### config.mk
export PLATFORM = sky130hd
export DESIGN_NAME = park_level_ctrl
export DESIGN_NICKNAME = d
export VERILOG_FILES = /design/src/rtl/park_level_ctrl.sv
export SDC_FILE = /design/constraint.sdc
export NUM_CORES = 1
export LEC_CHECK = 0
export ABC_CLOCK_PERIOD_IN_PS = 7650
export CAP_MARGIN = 20
export CORE_MARGIN = 5
export CORE_UTILIZATION = 53
export DETAILED_ROUTE_END_ITERATION = 10
export PLACE_DENSITY_LB_ADDON = 0.05
export SKIP_LAST_GASP = 1
export SYNTH_ARGS = -nofsm -noshare
export SYNTH_HDL_FRONTEND = slang
export SYNTH_SLANG_ARGS = --single-unit
### constraint.sdc
create_clock -name i_clk -period 7.65 [get_ports i_clk]
set_clock_uncertainty 0.05 [all_clocks]
set_input_delay 1.53 -clock i_clk [delete_from_list [all_inputs] [get_ports i_clk]]
set_output_delay 1.53 -clock i_clk [all_outputs]
set_load 0.1 [all_outputs]
### src/rtl/park_level_ctrl.sv
// park_level_ctrl: parking occupancy counter with entry grant/reject and a
// stepping level state machine that tracks the highest occupied level.
// Optional build macro: PARK_LEVEL_HYST_EN (adds one-space hysteresis to
// downward level steps so a car toggling at a level boundary does not flap
// the level output).
module park_level_ctrl #(
  parameter int NUM_LEVELS       = 3,
  parameter int SPACES_PER_LEVEL = 4,
  parameter int CNT_W            = 4,
  parameter int LVL_W            = 2
) (
  input  logic             i_clk,
  input  logic             i_rst,
  input  logic             i_car_in,
  input  logic             i_car_out,
  output logic             o_entry_gnt,
  output logic             o_entry_rej,
  output logic [CNT_W-1:0] o_count,
  output logic [LVL_W-1:0] o_level,
  output logic             o_full,
  output logic             o_empty,
  output logic             o_err
);

  localparam int               CAP     = NUM_LEVELS * SPACES_PER_LEVEL;
  localparam logic [CNT_W-1:0] CAP_V   = CNT_W'(CAP);
  localparam logic [CNT_W-1:0] ONE_V   = CNT_W'(1);
  localparam logic [LVL_W-1:0] LVL_TOP = LVL_W'(NUM_LEVELS - 1);

  // FULL is a separate mode; within LVL mode the level index is r_lvl.
  // Unused encodings of the mode register fall back to LVL(0).
  typedef enum logic [1:0] {
    ST_LVL  = 2'b00,
    ST_FULL = 2'b01
  } state_t;

  state_t           r_state;
  state_t           w_state_next;
  logic [LVL_W-1:0] r_lvl;
  logic [LVL_W-1:0] w_lvl_next;
  logic [CNT_W-1:0] r_count;
  logic             r_entry_gnt;
  logic             r_entry_rej;
  logic             r_err;

  logic w_out_ok;
  logic w_in_ok;
  int   w_cnt_i;
  int   w_lvl_i;
  int   w_tgt;
  int   w_down_thr;

  // A valid exit frees a space, so an entry in the same cycle is accepted
  // even when the lot is full.
  assign w_out_ok = i_car_out && (r_count != '0);
  assign w_in_ok  = i_car_in && ((r_count < CAP_V) || w_out_ok);

  // Occupancy counter plus registered grant/reject pulses and sticky error.
  always_ff @(posedge i_clk or posedge i_rst) begin
    if (i_rst) begin
      r_count     <= '0;
      r_entry_gnt <= 1'b0;
      r_entry_rej <= 1'b0;
      r_err       <= 1'b0;
    end else begin
      if (w_in_ok && !w_out_ok) begin
        r_count <= r_count + ONE_V;
      end else if (!w_in_ok && w_out_ok) begin
        r_count <= r_count - ONE_V;
      end
      r_entry_gnt <= w_in_ok;
      r_entry_rej <= i_car_in && !w_in_ok;
      if (i_car_out && (r_count == '0)) begin
        r_err <= 1'b1;
      end
    end
  end

  // Level state register.
  always_ff @(posedge i_clk or posedge i_rst) begin
    if (i_rst) begin
      r_state <= ST_LVL;
      r_lvl   <= '0;
    end else begin
      r_state <= w_state_next;
      r_lvl   <= w_lvl_next;
    end
  end

  // Next-state logic: step at most one level per cycle toward the target
  // level derived from the registered count.
  always_comb begin
    w_state_next = r_state;
    w_lvl_next   = r_lvl;
    w_cnt_i      = int'(r_count);
    w_lvl_i      = int'(r_lvl);
    w_tgt        = (r_count == '0) ? 0 : (w_cnt_i - 1) / SPACES_PER_LEVEL;
`ifdef PARK_LEVEL_HYST_EN
    w_down_thr   = w_lvl_i * SPACES_PER_LEVEL - 1;
`else
    w_down_thr   = w_lvl_i * SPACES_PER_LEVEL;
`endif
    case (r_state)
      ST_LVL: begin
        if (r_lvl > LVL_TOP) begin
          w_lvl_next = '0;
        end else if ((r_lvl == LVL_TOP) && (r_count == CAP_V)) begin
          w_state_next = ST_FULL;
        end else if (w_tgt > w_lvl_i) begin
          w_lvl_next = r_lvl + LVL_W'(1);
        end else if ((r_lvl != '0) && (w_cnt_i <= w_down_thr)) begin
          w_lvl_next = r_lvl - LVL_W'(1);
        end
      end
      ST_FULL: begin
        w_lvl_next = LVL_TOP;
        if (r_count < CAP_V) begin
          w_state_next = ST_LVL;
        end
      end
      default: begin
        w_state_next = ST_LVL;
        w_lvl_next   = '0;
      end
    endcase
  end

  assign o_count     = r_count;
  assign o_level     = r_lvl;
  assign o_entry_gnt = r_entry_gnt;
  assign o_entry_rej = r_entry_rej;
  assign o_err       = r_err;
  assign o_full      = (r_state == ST_FULL);
  assign o_empty     = (r_count == '0);

endmodule

# Yosys cells after proc, flatten, opt, wreduce, memory -nomap -nowiden
# Cells that the tools add are included.
# W data, S select, Z words.
[totals]
reg_bits = 11
output_inout_bits = 11
in_bits = 4
elab_cells = 56
[op_classes]
magnitude_cmp = 4
bitwise_logic = 1
reduce_logical = 19
eq_ne = 8
mux = 12
add_sub_neg = 6
[ops]
columns = ["op", "n"]
rows = [
  ["$add A32 B1 Y32", 1],
  ["$gt A32 B3 Y1", 1],
  ["$mux W32", 1],
  ["$mux W2", 7],
  ["$logic_and A1 B1 Y1", 8],
  ["$mux W4", 2],
  ["$pmux W2 S2", 2],
  ["$sub A4 B1 Y5 const B", 1],
  ["$add A4 B1 Y4 const B", 1],
  ["$eq A4 B4 Y1 const B", 1],
  ["$le A4 B4 Y1", 1],
  ["$logic_not A4 Y1", 1],
  ["$lt A4 B4 Y1 const B", 1],
  ["$ne A2 B2 Y1 const B", 2],
  ["$ne A4 B4 Y1 const B", 1],
  ["$reduce_bool A2 Y1", 2],
  ["$reduce_bool A4 Y1", 1],
  ["$sub A4 B1 Y4 const B", 1],
  ["$ne A3 B3 Y1 const B", 1],
  ["$reduce_and A3 Y1", 1],
  ["$add A2 B1 Y2 const B", 1],
  ["$eq A2 B1 Y1 const B", 1],
  ["$eq A2 B2 Y1 const B", 1],
  ["$gt A2 B2 Y1 const B", 1],
  ["8 further kinds", 9],
]

# Depth between registers and ports, before layout
# Gate-level depths: netlist of the first run.
[logic_depth]
word_depth = 10
ltp_mapped = 12
ltp_nobuf = 11

# Worst setup path before layout of the first run
# OpenSTA, ideal clock, no wires.
[synth_timing]
path_type = "register to output"
start = "reg r_count[0], in the netlist o_count[0]"
end = "out o_empty"
path_buffers = 1
t_required_ns = 6.070
stages_incl_launch_ff = 4
arrival_time_ns = 2.202
setup_slack_ns = 3.868
cell_sequence = "dfrtp_1 or4_4 buf_6 inv_1"
[synth_via]
elab_chain_cells = 1
[synth_rtl]
columns = ["item", "line", "rtl"]
rows = [
  ["start: declaration", "41", "logic [CNT_W-1:0] r_count;"],
  ["start signal: assignment", "67", "r_count <= r_count + ONE_V;"],
  ["start signal: assignment", "69", "r_count <= r_count - ONE_V;"],
  ["$logic_not A4 Y1", "134", "assign o_empty = (r_count == '0);"],
  ["end: declaration", "21", "output logic o_empty,"],
]
# No other way between the ends.

# Worst setup path after layout of the first run
[layout_timing]
start = "reg r_count[2], in the netlist o_count[2]"
end = "out o_empty"
# The elaborated chain is that of the path after synthesis.

==> summary.txt, run 1 <==
Clock network
  • Clock Path Buffers: 2
  • Setup Buffers After CTS: 0
  • Worst-path clk slew: 0.06 ns
  • Htree depth: 1
  • Clock root cell: clkbuf_4
  • Clock latency on the worst-skew pair: 0.26 ns
  • TritonCTS clock tree: built
  • CTS buffer count: 3
  • CTS hold repair buffers: 0
  • Post_cts resized: 0
  • Clk sink count: 10

Floorplan
  • Core area: 1318 um^2
  • I/O pin count: 15
  • Die X-Extent: 47.35 um
  • Die area: 2242 um^2
  • Core Rows: 13
  • Die Ht: 47.35 um
  • Initial core utilization: 56.13%

Place
  • Dpl hpwl: 1.180 mm
  • Routability congestion estimate: 0.8285
  • Port-buffer cells: 14
  • Dpl cells: 105

Synthesis
  • Complex-gate fraction of the synthesized area: 13.37%
  • Synth warn: 0
  • Post-Syn Nets: 93
  • Post-synthesis sequential area ratio: 33.84%
  • Top cells by count, synth: nand2_1, ha_1, dfrtp_1
  • Synth top area share: 33.84%
  • Adder-Cell Fraction of Synth Area: 21.32%
  • Cell variety after synth: 29
  • Post-synthesis simple-gate area fraction: 16.75%
  • Top FF cell, synth: dfrtp_1
  • Mux share of post-synthesis cell area: 1.523%
  • Avg Inst Size Synth: 9.603 um^2
  • Top-count cell post-synth: nand2_1
  • Largest family of logic cells by synthesized area: adder cells
  • Synthesized flop and latch total: 10
  • Synth top area cells: dfrtp_1, ha_1, nand2_1, xnor2_1, inv_1
  • EDFF count, synth: 0
  • Gate Count Post-Synth: 77
  • Synth Area in XOR/XNOR: 7.107%
  • Top cell type by total area after synthesis: dfrtp_1
  • Async S/R FF share, synth: 100.0%
  • Post-Syn Area: 739.5 um^2

STA
  • Worst slew margin: 33.97%
  • Slew Viols, Final: 0
  • Unrepaired setup endpoints after global routing: false
  • Max Freq: 241.7 MHz
  • Final hold vios: 0
  • Least-Margin Pin Slew: 0.9874 ns
  • Setup TNS: 0 ns
  • Period minus WS final: 4.137 ns
  • Final setup violation count: 0
  • Final Cycle Share: 54.08%

Worst setup path
  • Critical path origin: o_count[2]$_DFFE_PP0P_
  • Path type of the worst setup path: flip-flop to output port
  • CP max stage delay: 1.12 ns
  • Crit path capture: o_empty
  • Startpoint types: flip-flop
  • CP Capture Type: output port
  • Crit path DAT: 2.56 ns
  • Worst path cell trace: or4_4 -> inv_1 -> clkdlybuf4s50_1
  • R2R depth: 11
  • Slowest-stage cell, CP: clkdlybuf4s50_1
  • Crit-path max FO: 9
  • R2r setup slk: 4.36 ns
  • RR Startpoint: o_count[2]$_DFFE_PP0P_
  • Worst path required time: 6.07 ns
  • Reg2Reg Capture Point: o_level[0]$_DFFE_PP0P_

Final layout
  • Layout cells sized above 1: 10.64%
  • Core Util, Final: 70.09%
  • Number of antenna diodes: 0
  • Layout Nets: 111
  • P&R area growth vs syn: 24.87%
  • Finished Layout Cells: 109

Drt
  • Routed Wire Length: 1.428 mm
  • Drt via density: 5.211
  • Total number of vias: 568
  • DR DRC count: 0
  • Iter 0 DRT Violations: 1
  • DR pass1 iterations: 2
  • DR WL/cell: 13.10 um
  • Antenna viol nets, final: 0

Global routing
  • GRT Total Usage: 15.91%
  • Global-route wire length before repair: 2.449 mm
  • Initial antenna violation count: 0
  • Global route overflow: 0
  • Largest net degree at the start of global routing: 11
  • Vias in the first global route: 570

Min path
  • Hold Crit Class: flip-flop to flip-flop

Job
  • Max Cap Viol: 0

Run status
  • Status: completed
cell usage in the layout (no fill, tap or decap), drive strengths merged, types with 2 or more instances in the layout:
cell type,synthesis,layout
o21ai,3,3
nand2,12,12
clkdlybuf4s50,0,14
clkbuf,0,4
xnor2,5,5
dfrtp,10,10
a21o,2,2
inv,9,9
a21oi,3,3
or4,2,2
nor2b,2,2
nor2,3,3
ha,11,11
layout make-up:
cell class              count  area (um^2)
repair buffers             14        140.1
well taps                  15        18.77
inverters                   9        33.78
flip-flops and latches     10        250.2
fillers                   105        394.1
clock buffers               4        36.28
multi-input cells          57        444.2
flip-flops by register name (all words and copies together), names as in the netlist:
name and cells:
r_state 1, o_entry_rej 1, o_err 1, o_entry_gnt 1, o_count 4, o_level 2
layer usage:
layer	track usage [%]	up-vias	part of all wire, %
met5	0	-	0
met4	6.630	0	0.63
met1	19.48	259	45
li1	-	300	-
met3	4.598	2	4.1
met2	25.94	7	50
worst max-delay path, delay by kind of cell (launching register included):
family / cells / cell delay (ns)
buffers and inverters: 2 / 1.20
DFF: 1 / 0.46
and+or+nand+nor: 1 / 0.63
logic make-up after synthesis:
logic type / count (synthesis)
buffers and inverters: 10
and+or+nand+nor: 24
DFF: 10
AOI/OAI and AO/OA: 14
xor gates and xnor gates: 6
adders and majority gates: 12
muxes: 1
worst min-delay path by stage:
| stage | startpoint | endpoint | slack [ns] | cells past startpoint |
|---|---|---|---|---|
| 2_1_floorplan | o_count[2]$_DFFE_PP0P_ | o_count[2]$_DFFE_PP0P_ | 0.98 | 2 |
| 3_3_place_gp | o_err$_DFFE_PP0P_ | o_err$_DFFE_PP0P_ | 0.40 | 1 |
| 3_5_place_dp | o_err$_DFFE_PP0P_ | o_err$_DFFE_PP0P_ | 0.40 | 1 |
| 4_1_cts | o_err$_DFFE_PP0P_ | o_err$_DFFE_PP0P_ | 0.41 | 1 |
| 5_1_grt | o_err$_DFFE_PP0P_ | o_err$_DFFE_PP0P_ | 0.46 | 1 |
| 6_report | o_err$_DFFE_PP0P_ | o_err$_DFFE_PP0P_ | 0.41 | 1 |
per-stage QoR:
| stage | hold WS [ns] | worst slack (ns) | cell area [um^2] |
|---|---|---|---|
| 2_1_floorplan | 0.9775 | 3.868 | 739.5 |
| 5_1_grt | 0.4552 | 3.438 | 923.4 |
| 6_report | 0.4101 | 3.513 | 923.4 |
| 3_5_place_dp | 0.3983 | 3.786 | 887.1 |
| 4_1_cts | 0.4132 | 3.492 | 923.4 |
| 3_3_place_gp | 0.3957 | 3.807 | 887.1 |
Power of run 1 is left out: the tool's default activity adds up to more than one toggle a clock period on the data nets, which glitch-free logic cannot reach.
==> run 2: changes to the inputs <==
ABC_CLOCK_PERIOD_IN_PS = 4000   (was 7650)
CORE_UTILIZATION = 49   (was 53)
clock period = 4 ns   (was 7.65 ns; I/O delays follow)
==> run 2 against run 1 <==
- routed wire length is 1.5% lower
- worst hold slack better by 0.035 ns
- die area increased by 6.4%
- register-to-register slack worse by 3.6 ns
- sequential cell count is the same
==> summary.txt, run 2 (same netlist as run 1, synthesis figures left out) <==
Worst setup path
  • Worst path required time: 4.15 ns (was 6.07 ns)
  • CP delay by family, top: simple AND/OR/NAND/NOR gates (was buffers and inverters)
  • WP buf/inv: 1 (was 2)
  • CP max stage delay: 0.64 ns (was 1.12 ns)
  • Slowest-stage cell, CP: or4_4 (was clkdlybuf4s50_1)
  • Crit-path max FO: 9 (unchanged)
  • Crit path DAT: 3.34 ns (was 2.56 ns)
  • Worst path cell trace: or4_4 -> inv_1 -> ha_1 -> ha_1 -> and2_2 -> ha_1 -> nor2b_1 -> o21ai_1 -> a22oi_2 -> or4_1 -> o22ai_1 (was or4_4 -> inv_1 -> clkdlybuf4s50_1)
  • Startpoint types: flip-flop (unchanged)
  • CP Capture Type: flip-flop (was output port)
  • CP dominant cell by count: ha_1
  • Path type of the worst setup path: flip-flop to flip-flop (was flip-flop to output port)

STA
  • Unrepaired setup endpoints after global routing: false (unchanged)
  • Final Cycle Share: 79.88%
  • Final hold vios: 0 (unchanged)
  • Least-Margin Pin Slew: 0.9722 ns (was 0.9874 ns)
  • Final setup violation count: 0 (unchanged)
  • Slew Viols, Final: 0 (unchanged)
  • Worst slew margin: 34.99% (was 33.97%)
  • Period minus WS final: 3.195 ns
  • Setup TNS: 0 ns (unchanged)
  • Max Freq: 313.0 MHz

Drt
  • DR DRC count: 0 (unchanged)
  • DR WL/cell: 12.78 um (was 13.10 um)
  • Drt via density: 5.264 (was 5.211)
  • Antenna viol nets, final: 0 (unchanged)
  • Routed Wire Length: 1.406 mm (was 1.428 mm)
  • Total number of vias: 579 (was 568)
  • DR pass1 iterations: 4 (was 2)
  • Iter 0 DRT Violations: 2 (was 1)

Run status
  • Status: completed (unchanged)

Clock network
  • Setup Buffers After CTS: 0 (unchanged)
  • Clock Path Buffers: 2 (unchanged)
  • Clock latency on the worst-skew pair: 0.28 ns (was 0.26 ns)
  • Post_cts resized: 0 (unchanged)
  • CTS buffer count: 3 (unchanged)
  • TritonCTS clock tree: built (unchanged)
  • Htree depth: 1 (unchanged)
  • Clk sink count: 10 (unchanged)
  • Worst-path clk slew: 0.07 ns (was 0.06 ns)
  • Clock root cell: clkbuf_4 (unchanged)
  • CTS hold repair buffers: 0 (unchanged)

Floorplan
  • Initial core utilization: 50.26% (was 56.13%)
  • Die X-Extent: 48.85 um (was 47.35 um)
  • I/O pin count: 15 (unchanged)
  • Die Ht: 48.85 um (was 47.35 um)
  • Core Rows: 14 (was 13)
  • Core area: 1471 um^2 (was 1318 um^2)
  • Die area: 2386 um^2 (was 2242 um^2)

Global routing
  • Global-route wire length before repair: 2.539 mm (was 2.449 mm)
  • Largest net degree at the start of global routing: 11 (unchanged)
  • Global route overflow: 0 (unchanged)
  • GRT Total Usage: 13.35% (was 15.91%)
  • Initial antenna violation count: 0 (unchanged)
  • Vias in the first global route: 614 (was 570)

Final layout
  • Finished Layout Cells: 110 (was 109)
  • Layout cells sized above 1: 11.70% (was 10.64%)
  • Number of antenna diodes: 0 (unchanged)
  • Area of the multi-input gates: 444.2 um^2 (unchanged)
  • Most common cell after layout, fill and taps aside: clkdlybuf4s50_1 (unchanged)
  • Core Util, Final: 62.67% (was 70.09%)
  • P&R area growth vs syn: 24.70% (was 24.87%)
  • Layout Nets: 111 (unchanged)
  • FF+latch area: 250.2 um^2 (unchanged)
  • Max FFs per register: 4 (unchanged)
  • Fill cells: 130 (was 105)
  • Most frequent cells in the layout: clkdlybuf4s50_1, nand2_1, ha_1 (unchanged)

Job
  • Max Cap Viol: 0 (unchanged)

Place
  • Dpl hpwl: 1.111 mm (was 1.180 mm)
  • Dpl cells: 106 (was 105)
  • Routability congestion estimate: 0.7828 (was 0.8285)
  • Port-buffer cells: 14 (unchanged)

Min path
  • Hold Crit Class: flip-flop to flip-flop (unchanged)
## run 2: cell count changes in the layout (fill, tap and decap cells not counted)
cell | before | now
clkdlybuf4s50_1 | 14 | 13
buf_4 | 0 | 1
## run 2: layout make-up
cell class	instances	share of cell area (%)
multi-input combinational	57	48.17
inverter	9	3.664
clock buffer	4	3.935
timing repair buffer	14	14.93
sequential	10	27.14
tap	16	2.171
## run 2: worst paths after layout
kind	start	end	slack (ns)	cells after the start
max	o_count[2]$_DFFE_PP0P_	o_level[0]$_DFFE_PP0P_	0.80	11
min	o_err$_DFFE_PP0P_	o_err$_DFFE_PP0P_	0.45	1
max reg2reg	o_count[2]$_DFFE_PP0P_	o_level[0]$_DFFE_PP0P_	0.80	11
min reg2reg	o_err$_DFFE_PP0P_	o_err$_DFFE_PP0P_	0.45	1
max in group asynchronous	i_rst	o_level[0]$_DFFE_PP0P_	2.89	2
min in group asynchronous	i_rst	o_entry_gnt$_DFF_PP0_	0.74	2
## run 2: worst reg2reg max path: cells and delay by family (launching register included)
kind	cells	cell delay (ns)
AND/OR/NAND/NOR	4	1.41
flip-flops	1	0.48
adder cells (fa/ha/maj)	3	0.67
AO/OA/AOI/OAI	3	0.39
buffers and inverters	1	0.12
## run 2: per-stage QoR
stage	worst slack (ns)	hold WS [ns]	cell area, um^2
floorplan	0.4373	0.5902	739.5
global route	0.5910	0.4729	922.1
global placement	0.8763	0.4271	885.9
detailed placement	0.8064	0.4156	885.9
finish	0.8047	0.4453	922.1
CTS	0.7811	0.4411	922.1
## run 2: per-layer routing
metal  vias to the layer above  GRT usage (%)  wire length [um]
met5                         -              0                 0
met4                         0          4.036                17
met3                         3          4.587                55
met2                        10          22.17               679
met1                       269          16.12               655
li1                        297              -                 -
Power of run 2 is left out for the same reason.
==> run 3: changes to the inputs <==
ABC_CLOCK_PERIOD_IN_PS = 2850   (was 4000)
CORE_UTILIZATION = 44   (was 49)
clock period = 2.85 ns   (was 4 ns; I/O delays follow)
==> run 3 against run 2 <==
- the run now ends with negative setup slack left
- cell count up 6.4%
- largest cell class unchanged
- core utilization increased by 1.6 points
- routed wire length is 5.9% higher
- highest routed layer is now met3
- global-route usage barely moved
- register-to-register slack lost 0.84 ns
- clock-buffer cell count is the same
- non-clock buffer count grew 7
- final area grew 7.5%
- sequential cell count stayed put
- setup slack worse by 0.84 ns
- via count up 1.0%
- critical endpoint unchanged
- sequential share of layout area decreased by 0.87 points
==> summary.txt, run 3 (same netlist as run 1, synthesis figures left out) <==
Clock network
  • Setup Buffers After CTS: 0 (unchanged)
  • CTS buffer count: 3 (unchanged)
  • Htree depth: 1 (unchanged)
  • Worst-path clk slew: 0.06 ns (was 0.07 ns)
  • Clock latency on the worst-skew pair: 0.26 ns (was 0.28 ns)
  • Clock root cell: clkbuf_4 (unchanged)
  • TritonCTS clock tree: built (unchanged)
  • Post_cts resized: 0 (unchanged)
  • Clock Path Buffers: 2 (unchanged)
  • Clk sink count: 10 (unchanged)

Floorplan
  • Die X-Extent: 51.00 um (was 48.85 um)
  • Die Ht: 51.00 um (was 48.85 um)
  • Die area: 2600 um^2 (was 2386 um^2)
  • Core area: 1541 um^2 (was 1471 um^2)
  • Core Rows: 14 (unchanged)
  • Initial core utilization: 47.97% (was 50.26%)
  • I/O pin count: 15 (unchanged)

Place
  • Port-buffer cells: 14 (unchanged)
  • Placed cell area: 964.7 um^2 (was 885.9 um^2)
  • Dpl hpwl: 1.246 mm (was 1.111 mm)
  • Routability congestion estimate: 0.7525 (was 0.7828)

STA
  • Final hold vios: 0 (unchanged)
  • Period minus WS final: 2.882 ns (was 3.195 ns)
  • Slew Viols, Final: 0 (unchanged)
  • Final setup violation count: 1 (was 0)
  • Max Freq: 347.0 MHz (was 313.0 MHz)
  • Setup WS post-layout: -0.03156 ns (was 0.8047 ns)
  • Least-Margin Pin Slew: 0.5182 ns (was 0.9722 ns)
  • Final Cycle Share: 101.1% (was 79.88%)
  • Worst slew margin: 65.35% (was 34.99%)
  • Unrepaired setup endpoints after global routing: true (was false)

Global routing
  • Vias in the first global route: 589 (was 614)
  • Largest net degree at the start of global routing: 11 (unchanged)
  • GRT Total Usage: 13.33% (was 13.35%)
  • Global-route wire length before repair: 2.628 mm (was 2.539 mm)
  • Global route overflow: 0 (unchanged)
  • Initial antenna violation count: 0 (unchanged)

Worst setup path
  • Path type of the worst setup path: flip-flop to flip-flop (unchanged)
  • Worst path required time: 2.98 ns (was 4.15 ns)
  • Reg2Reg Capture Point: o_level[0]$_DFFE_PP0P_ (unchanged)
  • CP Capture Type: flip-flop (unchanged)
  • RR Startpoint: o_count[0]$_DFFE_PP0P_ (was o_count[2]$_DFFE_PP0P_)
  • Startpoint types: flip-flop (unchanged)
  • Crit path DAT: 3.01 ns (was 3.34 ns)
  • R2R depth: 11 (unchanged)
  • R2r setup slk: -0.03 ns (was 0.80 ns)
  • Crit-path max FO: 4 (was 9)

Run status
  • Failing checks: negative setup slack
  • Status: complete, but fails checks (was completed)

Drt
  • DR WL/cell: 12.73 um (was 12.78 um)
  • DR DRC count: 0 (unchanged)
  • Total number of vias: 585 (was 579)
  • Antenna viol nets, final: 0 (unchanged)
  • Iter 0 DRT Violations: 7 (was 2)
  • DR pass1 iterations: 4 (unchanged)
  • Routed Wire Length: 1.489 mm (was 1.406 mm)
  • Drt via density: 5.000 (was 5.264)

Final layout
  • Fill cells: 128 (was 130)
  • Max FFs per register: 4 (unchanged)
  • Most frequent cells in the layout: buf_4, nand2_1, ha_1 (was clkdlybuf4s50_1, nand2_1, ha_1)
  • Number of antenna diodes: 0 (unchanged)
  • Layout cells sized above 1: 33.66% (was 11.70%)
  • Most common cell after layout, fill and taps aside: buf_4 (was clkdlybuf4s50_1)
  • Final Instance Area: 991.0 um^2 (was 922.1 um^2)
  • P&R area growth vs syn: 34.01% (was 24.70%)
  • Layout Nets: 118 (was 111)

Min path
  • Hold path endpoint: o_err$_DFFE_PP0P_ (unchanged)
  • Hold Crit Depth: 1 (unchanged)
  • HP Start: o_err$_DFFE_PP0P_ (unchanged)
  • Hold Crit Class: flip-flop to flip-flop (unchanged)

Job
  • Max Cap Viol: 0 (unchanged)
## run 3: cell type report
class                   count  area [um^2]  share of cell area (%)
inverters                   9        36.28                   3.662
clock buffers               4        26.28                   2.652
repair buffers             21        177.7                   17.93
multi-input cells          57        470.5                   47.47
well taps                  16        20.02                   2.020
flip-flops and latches     10        260.3                   26.26
## run 3: what timing repair did
| item | in CTS | in global routing |
|---|---|---|
| endpoints found under the setup margin | 1 | 1 |
| hold buffers | 0 | 0 |
| pin swaps | 2 | 1 |
## run 3: how the worst max path moves through the flow
stage / start / to / slack (ns) / cells past startpoint
2_1_floorplan: o_count[0]$_DFFE_PP0P_ / o_level[0]$_DFFE_PP0P_ / -0.30 / 12
3_3_place_gp: o_count[0]$_DFFE_PP0P_ / o_level[0]$_DFFE_PP0P_ / -0.02 / 11
3_5_place_dp: o_count[0]$_DFFE_PP0P_ / o_level[0]$_DFFE_PP0P_ / -0.06 / 11
4_1_cts: o_count[2]$_DFFE_PP0P_ / o_level[0]$_DFFE_PP0P_ / -0.04 / 11
5_1_grt: o_count[0]$_DFFE_PP0P_ / o_level[0]$_DFFE_PP0P_ / -0.11 / 11
6_report: o_count[0]$_DFFE_PP0P_ / o_level[0]$_DFFE_PP0P_ / -0.03 / 11
## run 3: worst max-delay path: stages (launching register included)
cell     delay (ns)
dfrtp_4        0.47
or4_4          0.56
inv_4          0.09
ha_4           0.13
ha_1           0.21
and2_4         0.14
ha_4           0.20
nor2b_1        0.12
o21ai_1        0.13
a22oi_2        0.07
or4_1          0.47
o22ai_1        0.15
## run 3: metrics by stage
stage / hold slack (ns) / setup TNS, ns / std cells / utilization [%] / worst slack (ns)
after floorplan: 0.3601 / -0.2994 / 77 / - / -0.2994
after global placement: 0.3981 / -0.02143 / 113 / 62.58 / -0.02143
after detailed placement: 0.3996 / -0.06058 / 113 / 62.58 / -0.06058
after CTS: 0.4110 / -0.04260 / 117 / 64.29 / -0.04260
after global routing: 0.4584 / -0.1100 / 117 / 64.29 / -0.1100
final: 0.4035 / -0.03156 / 117 / 64.29 / -0.03156
## run 3: metal layers
metal  wire (um)  share of wire, %  global-route usage (%)  vias to the layer above
met1         652                44                   16.25                      262
met4           0                 0                   3.830                        0
met2         753                51                   21.69                       11
met5           0                 0                       0                        -
li1            -                 -                       -                      312
met3          83               5.6                   5.233                        0
Power of run 3 is left out for the same reason.
